==> src/rtl/alu_issue_stage_pkg.sv <==
// alu_issue_stage_pkg: opcode constants, ALU op encodings and the issue entry shared by decode, issue stage and ALU.
package alu_issue_stage_pkg;
  localparam logic [6:0] OPC_OP     = 7'b0110011;
  localparam logic [6:0] OPC_OP_IMM = 7'b0010011;
  localparam logic [6:0] F7_BASE    = 7'b0000000;
  localparam logic [6:0] F7_ALT     = 7'b0100000;
  localparam logic [6:0] F7_MULDIV  = 7'b0000001;
  typedef enum logic [4:0] {
    ALU_ADD    = 5'b00000, ALU_SUB   = 5'b00001, ALU_XOR   = 5'b00010, ALU_OR    = 5'b00011,
    ALU_AND    = 5'b00100, ALU_SLL   = 5'b00101, ALU_SRL   = 5'b00110, ALU_SRA   = 5'b00111,
    ALU_SLT    = 5'b01000, ALU_SLTU  = 5'b01001, ALU_ADDI  = 5'b01010, ALU_XORI  = 5'b01011,
    ALU_ORI    = 5'b01100, ALU_ANDI  = 5'b01101, ALU_SLLI  = 5'b01110, ALU_SRLI  = 5'b01111,
    ALU_SRAI   = 5'b10000, ALU_SLTI  = 5'b10001, ALU_SLTIU = 5'b10010, ALU_MUL   = 5'b10011,
    ALU_MULH   = 5'b10100, ALU_MULHSU = 5'b10101, ALU_MULHU = 5'b10110
  } alu_op_e;
  typedef struct packed {
    logic [4:0]  op;
    logic [31:0] a;
    logic [31:0] b;
    logic [4:0]  rd;
    logic        illegal;
  } issue_t;
endpackage

==> src/rtl/alu_issue_stage_decode.sv <==
// alu_op_decode: combinational RV32IM ALU-class decode into ALU operands and op code.
module alu_op_decode
  import alu_issue_stage_pkg::*;
(
  input  logic [6:0]  i_opcode,
  input  logic [2:0]  i_funct3,
  input  logic [6:0]  i_funct7,
  input  logic [31:0] i_rs1_val,
  input  logic [31:0] i_rs2_val,
  input  logic [31:0] i_imm,
  input  logic [4:0]  i_rd,
  output issue_t      o_issue
);
  logic [4:0]  w_op;
  logic [31:0] w_b;
  logic        w_legal;
  always_comb begin
    w_op = ALU_ADD;
    w_b = i_rs2_val;
    w_legal = 1'b1;
    if (i_opcode == OPC_OP) begin
      case ({i_funct7, i_funct3})
        {F7_BASE, 3'b000}:   w_op = ALU_ADD;
        {F7_BASE, 3'b001}:   w_op = ALU_SLL;
        {F7_BASE, 3'b010}:   w_op = ALU_SLT;
        {F7_BASE, 3'b011}:   w_op = ALU_SLTU;
        {F7_BASE, 3'b100}:   w_op = ALU_XOR;
        {F7_BASE, 3'b101}:   w_op = ALU_SRL;
        {F7_BASE, 3'b110}:   w_op = ALU_OR;
        {F7_BASE, 3'b111}:   w_op = ALU_AND;
        {F7_ALT, 3'b000}:    w_op = ALU_SUB;
        {F7_ALT, 3'b101}:    w_op = ALU_SRA;
        {F7_MULDIV, 3'b000}: w_op = ALU_MUL;
        {F7_MULDIV, 3'b001}: w_op = ALU_MULH;
        {F7_MULDIV, 3'b010}: w_op = ALU_MULHSU;
        {F7_MULDIV, 3'b011}: w_op = ALU_MULHU;
        default:             w_legal = 1'b0;
      endcase
    end else if (i_opcode == OPC_OP_IMM) begin
      w_b = i_imm;
      case (i_funct3)
        3'b000: w_op = ALU_ADDI;
        3'b010: w_op = ALU_SLTI;
        3'b011: w_op = ALU_SLTIU;
        3'b100: w_op = ALU_XORI;
        3'b110: w_op = ALU_ORI;
        3'b111: w_op = ALU_ANDI;
        3'b001: begin
          w_b = {27'b0, i_imm[4:0]};
          w_op = ALU_SLLI;
          w_legal = i_imm[11:5] == F7_BASE;
        end
        default: begin
          w_b = {27'b0, i_imm[4:0]};
          w_op = i_imm[11:5] == F7_ALT ? ALU_SRAI : ALU_SRLI;
          w_legal = i_imm[11:5] == F7_BASE || i_imm[11:5] == F7_ALT;
        end
      endcase
    end else begin
      w_legal = 1'b0;
    end
  end
  // Illegal encodings present all-zero operands so the ALU sees a harmless ADD 0+0.
  assign o_issue = '{op:      w_legal ? w_op : ALU_ADD,
                     a:       w_legal ? i_rs1_val : 32'b0,
                     b:       w_legal ? w_b : 32'b0,
                     rd:      i_rd,
                     illegal: ~w_legal};
endmodule

==> src/rtl/alu_issue_stage.sv <==
// alu_issue_stage: decodes one instruction per cycle into a registered output slot backed by a skid entry.
module alu_issue_stage
  import alu_issue_stage_pkg::*;
(
  input  logic        clk,
  input  logic        rst_n,
  input  logic        in_valid,
  output logic        in_ready,
  input  logic [6:0]  in_opcode,
  input  logic [2:0]  in_funct3,
  input  logic [6:0]  in_funct7,
  input  logic [31:0] in_rs1_val,
  input  logic [31:0] in_rs2_val,
  input  logic [31:0] in_imm,
  input  logic [4:0]  in_rd,
  output logic        out_valid,
  input  logic        out_ready,
  output logic [31:0] alu_a,
  output logic [31:0] alu_b,
  output logic [4:0]  alu_op,
  output logic [4:0]  out_rd,
  output logic        out_illegal
);
  issue_t r_out, r_skid, w_dec;
  logic   r_out_valid, r_skid_full;
  logic   w_accept, w_out_free;
  alu_op_decode u_dec (
    .i_opcode(in_opcode), .i_funct3(in_funct3), .i_funct7(in_funct7),
    .i_rs1_val(in_rs1_val), .i_rs2_val(in_rs2_val), .i_imm(in_imm),
    .i_rd(in_rd), .o_issue(w_dec)
  );
  // in_ready comes straight from a flop, so out_ready never reaches it combinationally.
  assign in_ready   = ~r_skid_full;
  assign w_accept   = in_valid & in_ready;
  assign w_out_free = ~r_out_valid | out_ready;
  always_ff @(posedge clk or negedge rst_n)
    if (!rst_n) begin
      r_out <= '0;
      r_skid <= '0;
      r_out_valid <= 1'b0;
      r_skid_full <= 1'b0;
    end else if (r_skid_full && w_out_free) begin
      r_out <= r_skid;
      r_skid_full <= 1'b0;
    end else if (w_out_free) begin
      r_out_valid <= w_accept;
      if (w_accept) r_out <= w_dec;
    end else if (w_accept) begin
      r_skid <= w_dec;
      r_skid_full <= 1'b1;
    end
  assign out_valid   = r_out_valid;
  assign alu_a       = r_out.a;
  assign alu_b       = r_out.b;
  assign alu_op      = r_out.op;
  assign out_rd      = r_out.rd;
  assign out_illegal = r_out.illegal;
endmodule

==> config.mk <==
export PLATFORM = sky130hd
export DESIGN_NAME = alu_issue_stage
export DESIGN_NICKNAME = d
export VERILOG_FILES = /design/src/rtl/alu_issue_stage_pkg.sv /design/src/rtl/alu_issue_stage_decode.sv /design/src/rtl/alu_issue_stage.sv
export SDC_FILE = /design/constraint.sdc
export NUM_CORES = 1
export LEC_CHECK = 0
export ABC_AREA = 1
export CAP_MARGIN = 15
export CORE_UTILIZATION = 53
export DETAILED_ROUTE_END_ITERATION = 7
export PLACE_DENSITY_LB_ADDON = 0.05
export SYNTH_ARGS = -nofsm -noshare
export SYNTH_HDL_FRONTEND = slang
export SYNTH_SLANG_ARGS = --single-unit
==> constraint.sdc <==
create_clock -name clk -period 2.8 [get_ports clk]
set_input_delay 0.28 -clock clk [delete_from_list [all_inputs] [get_ports clk]]
set_output_delay 0.28 -clock clk [all_outputs]
set_load 0.05 [all_outputs]
==> results of run 1 <==
[layer usage]
layer | GRT usage | up-vias | wire length (um)
li1 | - | 3711 | -
met1 | 0.388 | 3422 | 9000
met2 | 0.454 | 243 | 9410
met3 | 0.0754 | 34 | 1390
met4 | 0.0841 | 2 | 312
met5 | 0 | - | 17
[placed cells by master (no fill, tap or decap), drive strengths merged]
cell           Yosys  final
a21oi              2      2
dfrtp            152    152
o21ai             86     86
nand4              4      4
buf               19     21
clkbuf            42     21
clkinvlp           0      4
clkdlybuf4s50      0    197
a21o               1      1
a31oi              1      1
clkinv             3      5
nand3             43     43
nand2            542    542
bufinv             0      4
o211ai             1      1
dlygate4sd3        0      1
nor2             163    163
inv               20     21
nor3b              1      1
nor3               4      4
[path summary, 6_finish.rpt]
path / slack, ns / cells after the start / to
worst max-delay path: 0.72 / 11 / alu_op[3]
worst min-delay path: 0.40 / 2 / alu_a[25]
worst max register to register: 0.99 / 8 / alu_a[17]
worst min register to register: 0.47 / 2 / r_skid[1]
max in group asynchronous: 1.63 / 3 / r_skid[12]
min in group clk: 0.42 / 3 / r_skid[69]
[area by class of cell]
cell class                      instances  area share
Clock buffer                           21      0.0463
Clock inverter                         11      0.0163
Inverter                               23     0.00880
Multi-Input combinational cell        848       0.328
Sequential cell                       152       0.367
Tap cell                              180      0.0217
Timing Repair Buffer                  219       0.213
[Yosys cell counts, drive strengths merged]
cell type	count	area, sq um
a21o	1	7.51
dfrtp	152	3800
a21oi	2	10.0
nand4	4	25.0
nor3	4	20.0
clkinv	3	11.3
nor2	163	622
nand3	43	215
o21ai	86	430
buf	19	145
inv	20	75.1
clkbuf	42	158
o211ai	1	7.51
nor3b	1	7.51
a31oi	1	6.26
nand2	542	2040
[registers in the layout, indices dropped and copies added (netlist names)]
name         cells
r_skid          75
alu_a           32
alu_b           32
alu_op           5
out_rd           5
out_illegal      1
out_valid        1
r_skid_full      1
[through the flow]
step / total power [W] / cells / util / setup WS (ns)
global placement: 0.00403 / 1421 / 0.697 / 0.407
floorplan: 0.00340 / 1084 / - / 0.934
finish: 0.00652 / 1454 / 0.744 / 0.717
CTS: 0.00655 / 1454 / 0.744 / 0.723
detailed placement: 0.00405 / 1421 / 0.697 / 0.326
global route: 0.00677 / 1454 / 0.744 / 0.552
[worst reg2reg max path, stage by stage, from the launching register on]
cell	delay, ns
dfrtp_1	0.39
nand2_1	0.12
inv_1	0.06
nor2_1	0.38
inv_2	0.21
buf_4	0.32
nand2_1	0.14
nand2_1	0.06
nand2_1	0.06
[report_power, final]
| group | internal [W] | switching [W] |
|---|---|---|
| sequential | 0.00236 | 0.0000991 |
| combinational | 0.000548 | 0.00100 |
| clock | 0.00158 | 0.000918 |
| total | 0.00449 | 0.00202 |
[logic make-up (layout without fill, tap and decap cells)]
logic type      after synthesis  in the layout  share of synthesized area
buf+inv                      84            274                     0.0513
flops                       152            152                      0.501
simple gates                757            757                      0.387
compound gates               91             91                     0.0608
==> impl_metrics.py, run 1 <==
metrics = {
    "outcome": {
        "outcome": "finished clean",
    },
    "floorplan": {
        "die_area_sq_mm": 0.0148,
        "initial_core_util": 0.545,
        "rows": 43,
        "die_w_um": 122,
        "num_io_pins": 199,
        "die_h_um": 122,
        "core_sq_mm": 0.0139,
    },
    "logic_synthesis": {
        "synth_nets": 1206,
        "avgSynthCellArea_sq_um": 7.00,
        "synth_cell_types": 25,
        "syn_area_sq_mm": 0.00759,
        "yosysSeqAreaShare": 0.501,
        "syn_inst": 1084,
        "yosys_register_bits": 152,
        "ys_warn_count": 0,
    },
    "critical_path": {
        "crit_slowest_cell": "inv_1",
        "reg2reg_from": "out_valid",
        "startpoint_type": "input port",
        "path_buf_inv": 2,
        "crit_start": "in_opcode[1]",
        "crit_fanout": 33,
        "path_cells": "clkdlybuf4s50_1, nand2_1, nor3_1, nand3_1, nor2_2, inv_1, o21ai_0, nand2_1, nand2_1, nand2_1, nand2_1",
        "cpMostUsedCell": "nand2_1",
        "crit_arrival_ns": 2.45,
        "crit_path_end_kind": "register",
        "slowest_delay_ns": 0.49,
        "path_class": "in2reg",
        "cp.required_ns": 3.17,
        "cp_top_family": "buffers and inverters",
    },
    "sta": {
        "post-route-period-util": 0.744,
        "fin_skew_ns": 0.00910,
        "hold_viol": 0,
        "grt_setup_unrepaired": "no",
        "setup_viol": 0,
        "min_period_ns": 2.08,
        "setup_tns_ns": 0,
        "holdWs_ns": 0.398,
        "fmax_mhz": 480,
        "slew_viol_final": 0,
        "tightest_slew_ns": 1.08,
        "slew-limit-headroom": 0.276,
    },
    "clocking": {
        "cts_root_buf": "clkbuf_16",
        "clk-insertion-delay-late_ns": 0.43,
        "clk_pin_slew_ns": 0.06,
        "clock-sinks": 152,
        "cts-resized-gates": 0,
        "clock_path_buffers": 2,
        "cts_tree": "yes",
        "cts-hold-fix-buffers": 1,
        "cts_made_buffers": 17,
        "h-tree-depth": 4,
        "postCtsSetupBuffers": 0,
    },
    "finish": {
        "regArea_sq_mm": 0.00380,
        "syn_to_final_growth_pct": 36.7,
        "fillCellCount": 1107,
        "nets": 1383,
        "finalInstanceArea_sq_mm": 0.0104,
        "diodes": 0,
        "multi_input_area_sq_mm": 0.00340,
        "layout-drive-gt1-share": 0.0487,
    },
    "route": {
        "drt_wl_total_um": 20100,
        "via_count": 7412,
        "wl_per_cell_um": 13.8,
        "drc": 0,
        "ant_nets": 0,
        "vias_per_cell": 5.10,
        "drt_iter0_markers": 581,
        "dr.pass1.iters": 8,
    },
    "placed_design": {
        "numPortBuffers": 198,
        "dp.final_hpwl_um": 13100,
        "placed_area_sq_mm": 0.00971,
        "place_congestion": 0.847,
    },
    "flow_run": {
        "drv_cap": 0,
    },
    "worst_hold_path": {
        "min_path_type": "in2async",
    },
    "grt": {
        "grt_pass1_wl_um": 33100,
        "grt_overflow": 0,
        "grt_max_degree": 87,
        "grt.total_usage": 0.287,
        "antenna_found_initial": 1,
        "grt_pass1_vias": 6844,
    },
    "pwr": {
        "ir_drop_mv": 0.475,
        "powerDensity_mw_per_mm2": 628,
        "power_leakage_nw": 5.50,
    },
}
No activity file was read; power rests on OpenSTA's default activity.
==> run 2, diff against run 1 <==
Settings changed: CORE_UTILIZATION 53 to 44.
Clock period 2.8 ns to 1.9 ns, I/O delays scaled along.
==> impl_metrics.py, run 2 (synthesis gave the netlist of run 1 again) <==
metrics = {
    "sta": {
        "slew-limit-headroom": 0.614,
        "min_period_ns": 1.84,
        "post-route-period-util": 0.971,
        "tightest_slew_ns": 0.579,
        "hold_viol": 0,
        "grt_setup_unrepaired": "no",
        "fmax_mhz": 542,
        "setup_viol": 0,
        "setup_tns_ns": 0,
        "slew_viol_final": 0,
        "fin_ws_ns": 0.0560,
        "fin_skew_ns": 0.00516,
    },
    "finish": {
        "layout-drive-gt1-share": 0.0777,
        "final_cell_mix": "540 x nand2_1, 193 x clkdlybuf4s50_1, 160 x nor2_1, 152 x dfrtp_1, 76 x o21ai_0",
        "final_util": 0.645,
        "final_common_cell": "nand2_1",
        "syn_to_final_growth_pct": 42.0,
        "diodes": 0,
        "finalNonFillerCells": 1532,
        "largest_reg_flops": 75,
        "nets": 1423,
        "largest-register": "r_skid",
    },
    "floorplan": {
        "die_area_sq_mm": 0.0178,
        "core_sq_mm": 0.0167,
        "die_h_um": 133,
        "num_io_pins": 199,
        "rows": 47,
        "initial_core_util": 0.454,
        "die_w_um": 133,
    },
    "clocking": {
        "cts_root_buf": "clkbuf_16",
        "clock-sinks": 152,
        "cts_tree": "yes",
        "h-tree-depth": 4,
        "clk-insertion-delay-late_ns": 0.41,
        "clock_path_buffers": 2,
        "clk_pin_slew_ns": 0.06,
        "postCtsSetupBuffers": 0,
        "cts_made_buffers": 17,
    },
    "route": {
        "wl_per_cell_um": 13.2,
        "drc": 0,
        "ant_nets": 0,
        "drt_wl_total_um": 20300,
        "dr.pass1.iters": 5,
        "drt_iter0_markers": 579,
        "vias_per_cell": 4.86,
        "via_count": 7443,
    },
    "critical_path": {
        "path_buf_inv": 1,
        "path_class": "reg2out",
        "cp.required_ns": 1.71,
        "slowest_delay_ns": 0.83,
        "cp_top_family": "buffers and inverters",
        "startpoint_type": "register",
        "crit_slowest_cell": "clkdlybuf4s50_1",
        "path_cells": "clkdlybuf4s50_1",
        "crit_fanout": 2,
        "crit_arrival_ns": 1.65,
        "crit_path_end_kind": "output pin",
    },
    "pwr": {
        "power_leakage_nw": 5.71,
        "swShare": 0.315,
        "finalPower_w": 0.00935,
        "intPower_w": 0.00641,
        "seq_power_share": 0.388,
        "powerDensity_mw_per_mm2": 867,
        "combinationalPowerShare": 0.253,
        "ir_drop_mv": 0.667,
        "switchingPower_w": 0.00294,
        "p_clk_frac": 0.359,
    },
    "placed_design": {
        "placed_cells": 1501,
        "numPortBuffers": 198,
        "place_congestion": 0.839,
        "dp.final_hpwl_um": 13900,
        "place_ws_ns": -0.217,
    },
    "grt": {
        "grt_pass1_wl_um": 34200,
        "grt.total_usage": 0.241,
        "grt_max_degree": 107,
        "antenna_found_initial": 2,
        "grt_pass1_vias": 7066,
        "grt_overflow": 0,
    },
    "outcome": {
        "outcome": "finished clean",
    },
    "worst_hold_path": {
        "min_path_type": "in2async",
    },
    "flow_run": {
        "drv_cap": 0,
    },
}
run 2: power by group through the flow:
stage | registers (W) | clock network [W] | logic [W]
after floorplan | 0.00437 | 0 | 0.000641
after global placement | 0.00368 | 0 | 0.00237
after detailed placement | 0.00368 | 0 | 0.00238
after CTS | 0.00363 | 0.00343 | 0.00239
after global routing | 0.00365 | 0.00356 | 0.00256
final | 0.00363 | 0.00335 | 0.00237
run 2: per-layer routing:
layer  track usage  share of wire
met5             0        0.00084
met4        0.0871          0.016
met3        0.0544          0.062
met2         0.363           0.45
met1         0.338           0.48
run 2: final timing paths:
| path | start | end | slack (ns) | depth (start not counted) |
|---|---|---|---|---|
| worst max-delay path | alu_b[5] | alu_b[5] | 0.06 | 1 |
| worst min-delay path | rst_n | alu_a[24] | 0.31 | 2 |
| min in group clk | in_rs1_val[30] | r_skid[68] | 0.35 | 3 |
| worst min register to register | r_skid[1] | r_skid[1] | 0.47 | 2 |
| worst max register to register | out_valid | alu_a[10] | 0.34 | 9 |
| max in group asynchronous | rst_n | r_skid_full | 0.91 | 3 |
run 2: per-stage QoR:
step	hold slack, ns	instance area [sq um]
6_report	0.309	10800
5_1_grt	0.354	10800
4_1_cts	0.325	10800
3_5_place_dp	0.203	10200
3_3_place_gp	0.208	10200
2_1_floorplan	-0.106	7590
run 2: cell type report:
type | instances | area, sq um
Fill cell | 1503 | 5920
Sequential cell | 152 | 3800
Multi-Input combinational cell | 848 | 3400
Timing Repair Buffer | 259 | 2630
Clock buffer | 18 | 429
Tap cell | 220 | 275
Clock inverter | 12 | 154
Inverter | 23 | 91.3
run 2: what timing repair did:
item | CTS | global route
hold buffers | 1 | 0
endpoints found under the setup margin | 0 | 1
resized for setup | 0 | 1
endpoints found under the hold margin | 53 | 0
